File: src/rtl/aoi_fall_monitor.sv
// Synchronizes and debounces the asynchronous AOI gate output f.
// Produces a clean level, one-cycle fall/rise strobes and a saturating fall counter.
module aoi_fall_monitor #(
  parameter int DEB_CYCLES = 4,
  parameter int CNT_W      = 8
) (
  input  logic             clk,
  input  logic             reset,
  input  logic             f,
  input  logic             clr_cnt,
  output logic             f_clean,
  output logic             fall_pulse,
  output logic             rise_pulse,
  output logic [CNT_W-1:0] fall_cnt,
  output logic             cnt_sat
);

  localparam int DEB_W = $clog2(DEB_CYCLES + 1);
  localparam logic [DEB_W-1:0] DEB_LAST = DEB_W'(DEB_CYCLES - 1);
  localparam logic [DEB_W-1:0] DEB_ONE  = DEB_W'(1);
  localparam logic [CNT_W-1:0] CNT_MAX  = '1;
  localparam logic [CNT_W-1:0] CNT_ONE  = CNT_W'(1);

  typedef enum logic [1:0] {
    ST_HIGH,
    ST_FALLING,
    ST_LOW,
    ST_RISING
  } state_t;

  state_t           state, state_nxt;
  logic             s1, s2;
  logic [DEB_W-1:0] deb_cnt, deb_nxt;
  logic             f_clean_nxt;
  logic             fall_nxt, rise_nxt;
  logic [CNT_W-1:0] cnt_nxt;
  logic             sat_nxt;

  // Two-flop synchronizer; reset value matches the idle level of the gate.
  always_ff @(posedge clk) begin
    if (reset) begin
      s1 <= 1'b1;
      s2 <= 1'b1;
    end else begin
      s1 <= f;
      s2 <= s1;
    end
  end

  always_ff @(posedge clk) begin
    if (reset) begin
      state      <= ST_HIGH;
      deb_cnt    <= '0;
      f_clean    <= 1'b1;
      fall_pulse <= 1'b0;
      rise_pulse <= 1'b0;
      fall_cnt   <= '0;
      cnt_sat    <= 1'b0;
    end else begin
      state      <= state_nxt;
      deb_cnt    <= deb_nxt;
      f_clean    <= f_clean_nxt;
      fall_pulse <= fall_nxt;
      rise_pulse <= rise_nxt;
      fall_cnt   <= cnt_nxt;
      cnt_sat    <= sat_nxt;
    end
  end

  // deb_cnt counts opposite-level samples already seen; acceptance happens on
  // the sample that brings the run to DEB_CYCLES.
  always_comb begin
    state_nxt   = state;
    deb_nxt     = deb_cnt;
    f_clean_nxt = f_clean;
    fall_nxt    = 1'b0;
    rise_nxt    = 1'b0;
    case (state)
      ST_HIGH: begin
        if (!s2) begin
          if (DEB_CYCLES == 1) begin
            state_nxt   = ST_LOW;
            deb_nxt     = '0;
            f_clean_nxt = 1'b0;
            fall_nxt    = 1'b1;
          end else begin
            state_nxt = ST_FALLING;
            deb_nxt   = DEB_ONE;
          end
        end
      end
      ST_FALLING: begin
        if (s2) begin
          state_nxt = ST_HIGH;
          deb_nxt   = '0;
        end else if (deb_cnt == DEB_LAST) begin
          state_nxt   = ST_LOW;
          deb_nxt     = '0;
          f_clean_nxt = 1'b0;
          fall_nxt    = 1'b1;
        end else begin
          deb_nxt = deb_cnt + DEB_ONE;
        end
      end
      ST_LOW: begin
        if (s2) begin
          if (DEB_CYCLES == 1) begin
            state_nxt   = ST_HIGH;
            deb_nxt     = '0;
            f_clean_nxt = 1'b1;
            rise_nxt    = 1'b1;
          end else begin
            state_nxt = ST_RISING;
            deb_nxt   = DEB_ONE;
          end
        end
      end
      ST_RISING: begin
        if (!s2) begin
          state_nxt = ST_LOW;
          deb_nxt   = '0;
        end else if (deb_cnt == DEB_LAST) begin
          state_nxt   = ST_HIGH;
          deb_nxt     = '0;
          f_clean_nxt = 1'b1;
          rise_nxt    = 1'b1;
        end else begin
          deb_nxt = deb_cnt + DEB_ONE;
        end
      end
      default: begin
        state_nxt   = ST_HIGH;
        deb_nxt     = '0;
        f_clean_nxt = 1'b1;
      end
    endcase
  end

  // A clear coinciding with a fall clears first and then counts that fall.
  always_comb begin
    cnt_nxt = fall_cnt;
    sat_nxt = cnt_sat;
    if (fall_nxt) begin
      if (clr_cnt) begin
        cnt_nxt = CNT_ONE;
        sat_nxt = 1'b0;
      end else if (fall_cnt != CNT_MAX) begin
        cnt_nxt = fall_cnt + CNT_ONE;
        sat_nxt = (fall_cnt == (CNT_MAX - CNT_ONE));
      end
    end else if (clr_cnt) begin
      cnt_nxt = '0;
      sat_nxt = 1'b0;
    end
  end

endmodule

File: config.mk
export PLATFORM = sky130hd
export DESIGN_NAME = aoi_fall_monitor
export DESIGN_NICKNAME = d
export VERILOG_FILES = /design/src/rtl/aoi_fall_monitor.sv
export SDC_FILE = /design/constraint.sdc
export NUM_CORES = 1
export LEC_CHECK = 0
export ABC_CLOCK_PERIOD_IN_PS = 1450
export BUFFER_PORTS_ARGS = -buffer_cell sky130_fd_sc_hd__buf_2
export CORE_MARGIN = 1
export CORE_UTILIZATION = 47
export DETAILED_ROUTE_END_ITERATION = 12
export PLACE_DENSITY = 0.72
export SLEW_MARGIN = 20
export SYNTH_ARGS = -nofsm -noshare
export SYNTH_HDL_FRONTEND = slang
export SYNTH_SLANG_ARGS = --single-unit
File: constraint.sdc
create_clock -name clk -period 1.45 [get_ports clk]
set_input_delay 0.145 -clock clk [delete_from_list [all_inputs] [get_ports clk]]
set_output_delay 0.145 -clock clk [all_outputs]
set_load 0.02 [all_outputs]
After elaboration in Yosys (flattened, before gate mapping)
Cells that the tools add are included.

cells by class
  add/subtract/negate cells = 2
  eq/ne operators = 14
  muxes and demuxes = 29
  bitwise operators = 2
  reduce and logical (&&, ||, !) cells = 9

operators by type and width
  cell                 number
  $mux 8               4
  $mux 3               5
  $mux 2               6
  $ne 2x2->1 const B   6
  $pmux 3 s4           1
  $mux 1               11
  $add 8x1->8 const B  1
  $eq 8x8->1 const B   1
  $ne 8x8->1 const B   1
  $pmux 2 s4           1
  $ne 3x3->1 const B   2
  $reduce_bool 2->1    3
  $reduce_and 5->1     1
  $eq 2x2->1 const B   2
  $reduce_and 2->1     2
  $reduce_and 4->1     1
  $add 3x1->3 const B  1
  $eq 3x2->1 const B   1
  $reduce_or 3->1      1
  $eq 2x1->1 const B   1
  $logic_not 2->1      1
  $not 1->1            2
  $pmux 1 s2           1

storage, ports and cells
  register bits after elaboration = 19
  input bits = 4
  output and inout bits = 12

Depth between registers and ports, before layout
Gate-level depths: netlist of the first run.

  depth after elaboration = 6
  depth in mapped cells = 6

Worst setup path before layout of the first run
No wires, ideal clock.

  path type = register -> register
  start point = reg fall_cnt[0]
  end point = reg fall_cnt[2]
  setup time = 0.116 ns
  arrival time = 1.500 ns
  data required time = 1.334 ns
  slack = -0.166 ns
  stages on the path, launching flop included = 6
  path buffers = 0
  cell sequence = dfxtp_1 > ha_1 > and3_1 > a211oi_4 > a211oi_1 > a31o_2

on the way
  word-level cells in the longest chain between the ends = 4
  elaborated cells between the ends (all ways) = 7
  those cells by class = add/sub (1); eq/ne (1); mux (3); reduce/logical (2)

RTL lines
  item                    line  source
  from (decl)             14    output logic [CNT_W-1:0] fall_cnt,
  from (signal assigned)  65    fall_cnt <= cnt_nxt;
  $add 8x1->8             148   cnt_nxt = fall_cnt + CNT_ONE;
  $mux 8                  147   end else if (fall_cnt != CNT_MAX) begin
  $mux 8                  144   if (clr_cnt) begin
  $mux 8                  143   if (fall_nxt) begin

Parallel ways exist; a longest one is shown, timed or not. The select of a mux whose other input is x is not followed.
A chain may end at the register's enable or synchronous reset.

Worst setup path in the final report of the first run
Ends and elaborated chain as after synthesis.

==> impl_metrics.ini, run 1 <==
[clock_network]
clk_pin_slew_ns = 0.11
cts_root_buf = clkbuf_4
clk_latency_ns = 0.29
cts.sinks = 19
cts_tree = built
numCtsBuffers = 3
clockBufferDepth = 2
htree_num_levels = 1

[finish]
regArea_um2 = 390
drive_above_1_share = 0.438
area_growth_pct = 34.4
instances_no_fill = 153
multi_input_area_um2 = 522
diodes = 0
fillCellCount = 140
fin_nets = 136

[placement]
gp_congestion = 0.851
place_inst = 146
place_hpwl_um = 1330
port_buffers = 15

[detailed_routing]
drc = 0
first_pass_iters = 4
drtIter0Drc = 11
wl_per_cell_um = 11.9
viasPerCell = 5.25
postRouteAntennaNets = 0
vias = 803
wl_um = 1810

[setup_path]
critPathLaunch = fall_cnt[0]
cp_data_arrival_time_ns = 1.74
critPathMaxFanout = 6
crit_buf_inv = 0
path_cells = ha_4 > and3_4 > a211oi_4 > a211oi_2 > a31o_2
path_class = reg -> reg
r2r-start = fall_cnt[0]
cp_slowest_cell = a211oi_4
required_ns = 1.65
start_kind = flop
critPathMaxStageDelay_ns = 0.39
end_kind = flop
cpLargestDelayFamily = compound AO/OA/AOI/OAI gates

[synth]
synth.distinct_cells = 40
yosysWarnings = 0
synth_top_flop_cell = dfxtp_1
synthCells = 95
yosysSeqAreaShare = 0.430
synth-edff-count = 0
synth_area_per_cell_um2 = 9.31
synth_area_um2 = 885
ys_seq_elements = 19
syn_nets = 102
ys_async_sr_fraction = 0

[timing]
maxSlewHeadroom = 0.748
fmax_mhz = 649
fin_hold_ws_ns = 0.0277
grt_setup_unrepaired = true
maxSlewViolCount = 0
hold_viol = 0
setup_slack_ns = -0.0899
clock_skew_ns = 0.00386
worst_pin_slew_ns = 0.377
period_minus_slack_ns = 1.54
period_share = 1.06
finalSetupViolations = 3

[power_and_ir_drop]
powerDensity_nw_per_um2 = 701
ir_drop_v = 0.000528
pwr-share-clk = 0.317
power.total_mw = 0.833
p_comb_frac = 0.048
swShare = 0.225
p_leak_nw = 0.471
p_seq_frac = 0.635
switching_power_mw = 0.187
intPower_mw = 0.645

[outcome]
violations = setup timing
status = finished with violations

[die]
dieArea_um2 = 2060
die_w_um = 45.4
start_util = 0.507
coreArea_um2 = 1750
rows = 15
boundaryPins = 16
die_y_um = 45.4

[global_route]
grt_use_met1 = 0.270
use_met3 = 0.0238
grt_pass1_vias = 670
grt_use_met2 = 0.283
grt_busiest_layer = met2
track_usage = 0.188
grt_max_degree = 13
antenna_found_initial = 0
overflow = 0
grt_pass1_wl_um = 2840

[worst_hold_path]
min_from = f
hp-class = in -> reg

[flow_run]
maxCapViolations = 0
## synthesized netlist by cell type (2+ instances only)
cell      instances  area share
a211oi_1          3       0.025
dfxtp_1          19        0.43
nand3_1           5       0.028
o21bai_1          2       0.017
ha_1              3       0.042
a21oi_1           4       0.023
xnor2_1           2       0.020
o21ai_0           4       0.023
or2_2             4       0.028
and3b_1           2       0.020
nand2_1           4       0.017
or3_1             2       0.014
inv_1             2      0.0085
nor2_1           13       0.055
## worst reg2reg max path, delay by kind of cell (launching register included)
kind / cells / cell delay, ns
adders and majority gates: 1 / 0.16
AOI/OAI and AO/OA: 3 / 0.73
DFF: 1 / 0.37
and+or+nand+nor: 1 / 0.18
## kinds of logic (layout without fill, tap and decap cells)
group,count (synthesis),in the layout,synth area share
compound gates,22,22,0.201
xor+xnor,3,3,0.0297
fa+ha+maj,3,3,0.0424
buf+inv,6,39,0.0283
flops,19,19,0.430
mux,1,1,0.0113
simple gates,41,41,0.257
## final cells by class
cell class | instances | share of cell area
clock buffers | 3 | 0.0189
clock inverters | 1 | 0.00421
inverters | 2 | 0.00632
multi-input cells | 70 | 0.439
flip-flops and latches | 19 | 0.328
well taps | 25 | 0.0263
repair buffers | 33 | 0.177
## final timing paths
path / to / slack (ns) / cells after the start
worst max-delay path: fall_cnt[2] / -0.09 / 5
worst min-delay path: s1 / 0.03 / 2
worst max register to register: fall_cnt[2] / -0.09 / 5
worst min register to register: s2 / 0.43 / 1
## through the flow
| step | util | cell area (um^2) | setup WS (ns) | TNS, ns |
|---|---|---|---|---|
| 3_3_place_gp | 0.639 | 1120 | -0.0398 | -0.0398 |
| 3_5_place_dp | 0.639 | 1120 | -0.0910 | -0.153 |
| 4_1_cts | 0.660 | 1150 | -0.0692 | -0.112 |
| 6_report | 0.681 | 1190 | -0.0899 | -0.155 |
| 5_1_grt | 0.681 | 1190 | -0.135 | -0.575 |
| 2_1_floorplan | - | 915 | -0.0407 | -0.0407 |
## state kept, by name, indices dropped and copies added, names as in the netlist, named ones only
signal	cells
s2	1
deb_cnt	3
fall_cnt	8
cnt_sat	1
fall_pulse	1
rise_pulse	1
s1	1
f_clean	1
state	1
## metal layers
layer,share of wire,vias up
met5,0,-
met4,0.010,0
met3,0.025,4
met2,0.46,17
met1,0.50,367
li1,-,415
## repair_timing
item | in CTS | in global routing
setup buffers | 1 | 2
gates cloned | 0 | 0
setup endpoints to repair | 5 | 8
pin swaps | 4 | 2
resized for setup | 1 | 3
hold buffers | 0 | 0
## cells in the final DEF, fill, tap and decap left out, types with 2 or more instances in the layout
cell / instances
nand2_1: 4
a211oi_1: 2
nand3_1: 5
a21oi_1: 4
xnor2_1: 2
or3_1: 2
dfxtp_1: 15
buf_2: 15
dfxtp_4: 2
inv_1: 2
clkbuf_4: 3
dfxtp_2: 2
or2_2: 4
o21ai_0: 4
o21bai_1: 2
nor2_1: 13
buf_4: 18
ha_4: 2
## power groups by stage
stage                     logic [mW]  clock network [mW]  registers [mW]
after floorplan               0.0227                   0           0.542
after global placement        0.0383                   0           0.540
after detailed placement      0.0396                   0           0.540
after CTS                     0.0398               0.273           0.528
after global routing          0.0452               0.286           0.530
final                         0.0400               0.264           0.529
Note: power is estimated with default switching activity, not from simulation.
==> run 2: changes to the inputs <==
- ABC_CLOCK_PERIOD_IN_PS: 1450 -> 1900
- CORE_MARGIN: 1 -> 2
- CORE_UTILIZATION: 47 -> 56
- PLACE_DENSITY: 0.72 -> 0.8
- clock period: 1.45 -> 1.9 ns (I/O delays scaled with it)
==> run 2 against run 1 <==
Compared with the run above:
- the run now ends clean
- worst setup slack better by 0.29 ns
- power fell by 24%
- cell count shrank 18%
- die area down 7.1%
- clock power fell by 23%
- routed wire length down 8.1%
- critical path depth unchanged
- global-route usage is 1.6 points higher
- largest power group unchanged
==> impl_metrics.ini, run 2 (same netlist as run 1, synthesis figures left out) <==
[outcome]
status = finished, final reports clean

[worst_hold_path]
min_from = f
holdPathStages = 2
hold-path-endpoint = s1
hp-class = in -> reg

[flow_run]
maxCapViolations = 0

[power_and_ir_drop]
p_seq_frac = 0.641
p_comb_frac = 0.039
switching_power_mw = 0.139
powerDensity_nw_per_um2 = 642
intPower_mw = 0.495
ir_drop_v = 0.000652
p_leak_nw = 0.377
power.total_mw = 0.635
pwr-share-clk = 0.320
swShare = 0.219

[finish]
multi_input_area_um2 = 479
reg_top3 = fall_cnt x8, deb_cnt x3
instances_no_fill = 126
regMostFlops = fall_cnt
drive_above_1_share = 0.245
largest_reg_flops = 8
fin_nets = 118
layout_common_cells = dfxtp_1, buf_2, nor2_1
area_growth_pct = 11.7
postLayoutCoreUtil = 0.664
final_common_cell = dfxtp_1
fillCellCount = 127
postLayoutCellArea_um2 = 988
diodes = 0
regArea_um2 = 380

[placement]
place_inst = 122
gp_congestion = 0.754
placed_cell_area_um2 = 962
port_buffers = 15
pre_cts_ws_ns = 0.220
place_hpwl_um = 1210

[die]
die_y_um = 43.7
dieArea_um2 = 1910
boundaryPins = 16
start_util = 0.594
rows = 14
coreArea_um2 = 1490
die_w_um = 43.7

[setup_path]
path_class = reg -> reg
start_kind = flop
r2r_cells = 5
cp_data_arrival_time_ns = 1.89
r2r_setup_slack_ns = 0.20
end_kind = flop
required_ns = 2.10
critPathMaxFanout = 7
r2r-start = deb_cnt[0]
rr_endpoint = fall_cnt[2]

[timing]
clock_skew_ns = 0.00265
grt_setup_unrepaired = false
finalSetupTns_ns = 0
finalSetupViolations = 0
maxSlewHeadroom = 0.750
worst_pin_slew_ns = 0.374
period_minus_slack_ns = 1.70
period_share = 0.893
maxSlewViolCount = 0
fmax_mhz = 589
setup_slack_ns = 0.203
fin_hold_ws_ns = 0.0704
hold_viol = 0

[global_route]
grt_use_met1 = 0.247
grt_pass1_vias = 678
track_usage = 0.203
grt_use_met2 = 0.332
grt_busiest_layer = met2
use_met3 = 0.0292
grt_pass1_wl_um = 2860
overflow = 0
antenna_found_initial = 0
grt_max_degree = 13

[clock_network]
ctsHoldBuffers = 0
clk_latency_ns = 0.29
clockBufferDepth = 2
cts.sinks = 19
cts_resized = 0
clk_pin_slew_ns = 0.10
htree_num_levels = 1
cts_tree = built
cts_setup_buffers = 0
cts_root_buf = clkbuf_4
numCtsBuffers = 3

[detailed_routing]
viasPerCell = 5.93
drc = 0
first_pass_iters = 2
wl_per_cell_um = 13.2
vias = 747
postRouteAntennaNets = 0
drtIter0Drc = 7
wl_um = 1670
## run 2: layout make-up
class                   count  share of cell area
inverters                   2             0.00759
flip-flops and latches     19               0.385
repair buffers             15              0.0759
multi-input cells          70               0.485
well taps                  16              0.0203
clock buffers               4              0.0266
## run 2: power by group through the flow
stage / logic (mW) / registers [mW] / clock network (mW)
after floorplan: 0.0172 / 0.416 / 0
after global placement: 0.0245 / 0.416 / 0
after detailed placement: 0.0253 / 0.416 / 0
after CTS: 0.0254 / 0.407 / 0.208
after global routing: 0.0282 / 0.408 / 0.213
final: 0.0248 / 0.407 / 0.203
## run 2: worst max-delay path by stage
stage / slack [ns] / startpoint / to
after floorplan: 0.28 / fall_cnt[0] / fall_cnt[2]
after global routing: 0.07 / deb_cnt[0] / fall_cnt[2]
after global placement: 0.28 / deb_cnt[0] / fall_cnt[2]
final: 0.20 / deb_cnt[0] / fall_cnt[2]
after detailed placement: 0.22 / fall_cnt[0] / fall_cnt[2]
after CTS: 0.20 / deb_cnt[0] / fall_cnt[2]
## run 2: layer usage
metal	vias up	share of wire
met5	-	0
met3	4	0.028
met1	355	0.48
met2	12	0.46
met4	0	0.028
li1	376	-
## run 2: critical path, stage by stage, from the launching register on
cell      delay (ns)
dfxtp_1         0.36
ha_1            0.21
nand3b_1        0.23
a211oi_4        0.44
a211oi_1        0.14
a31o_2          0.23
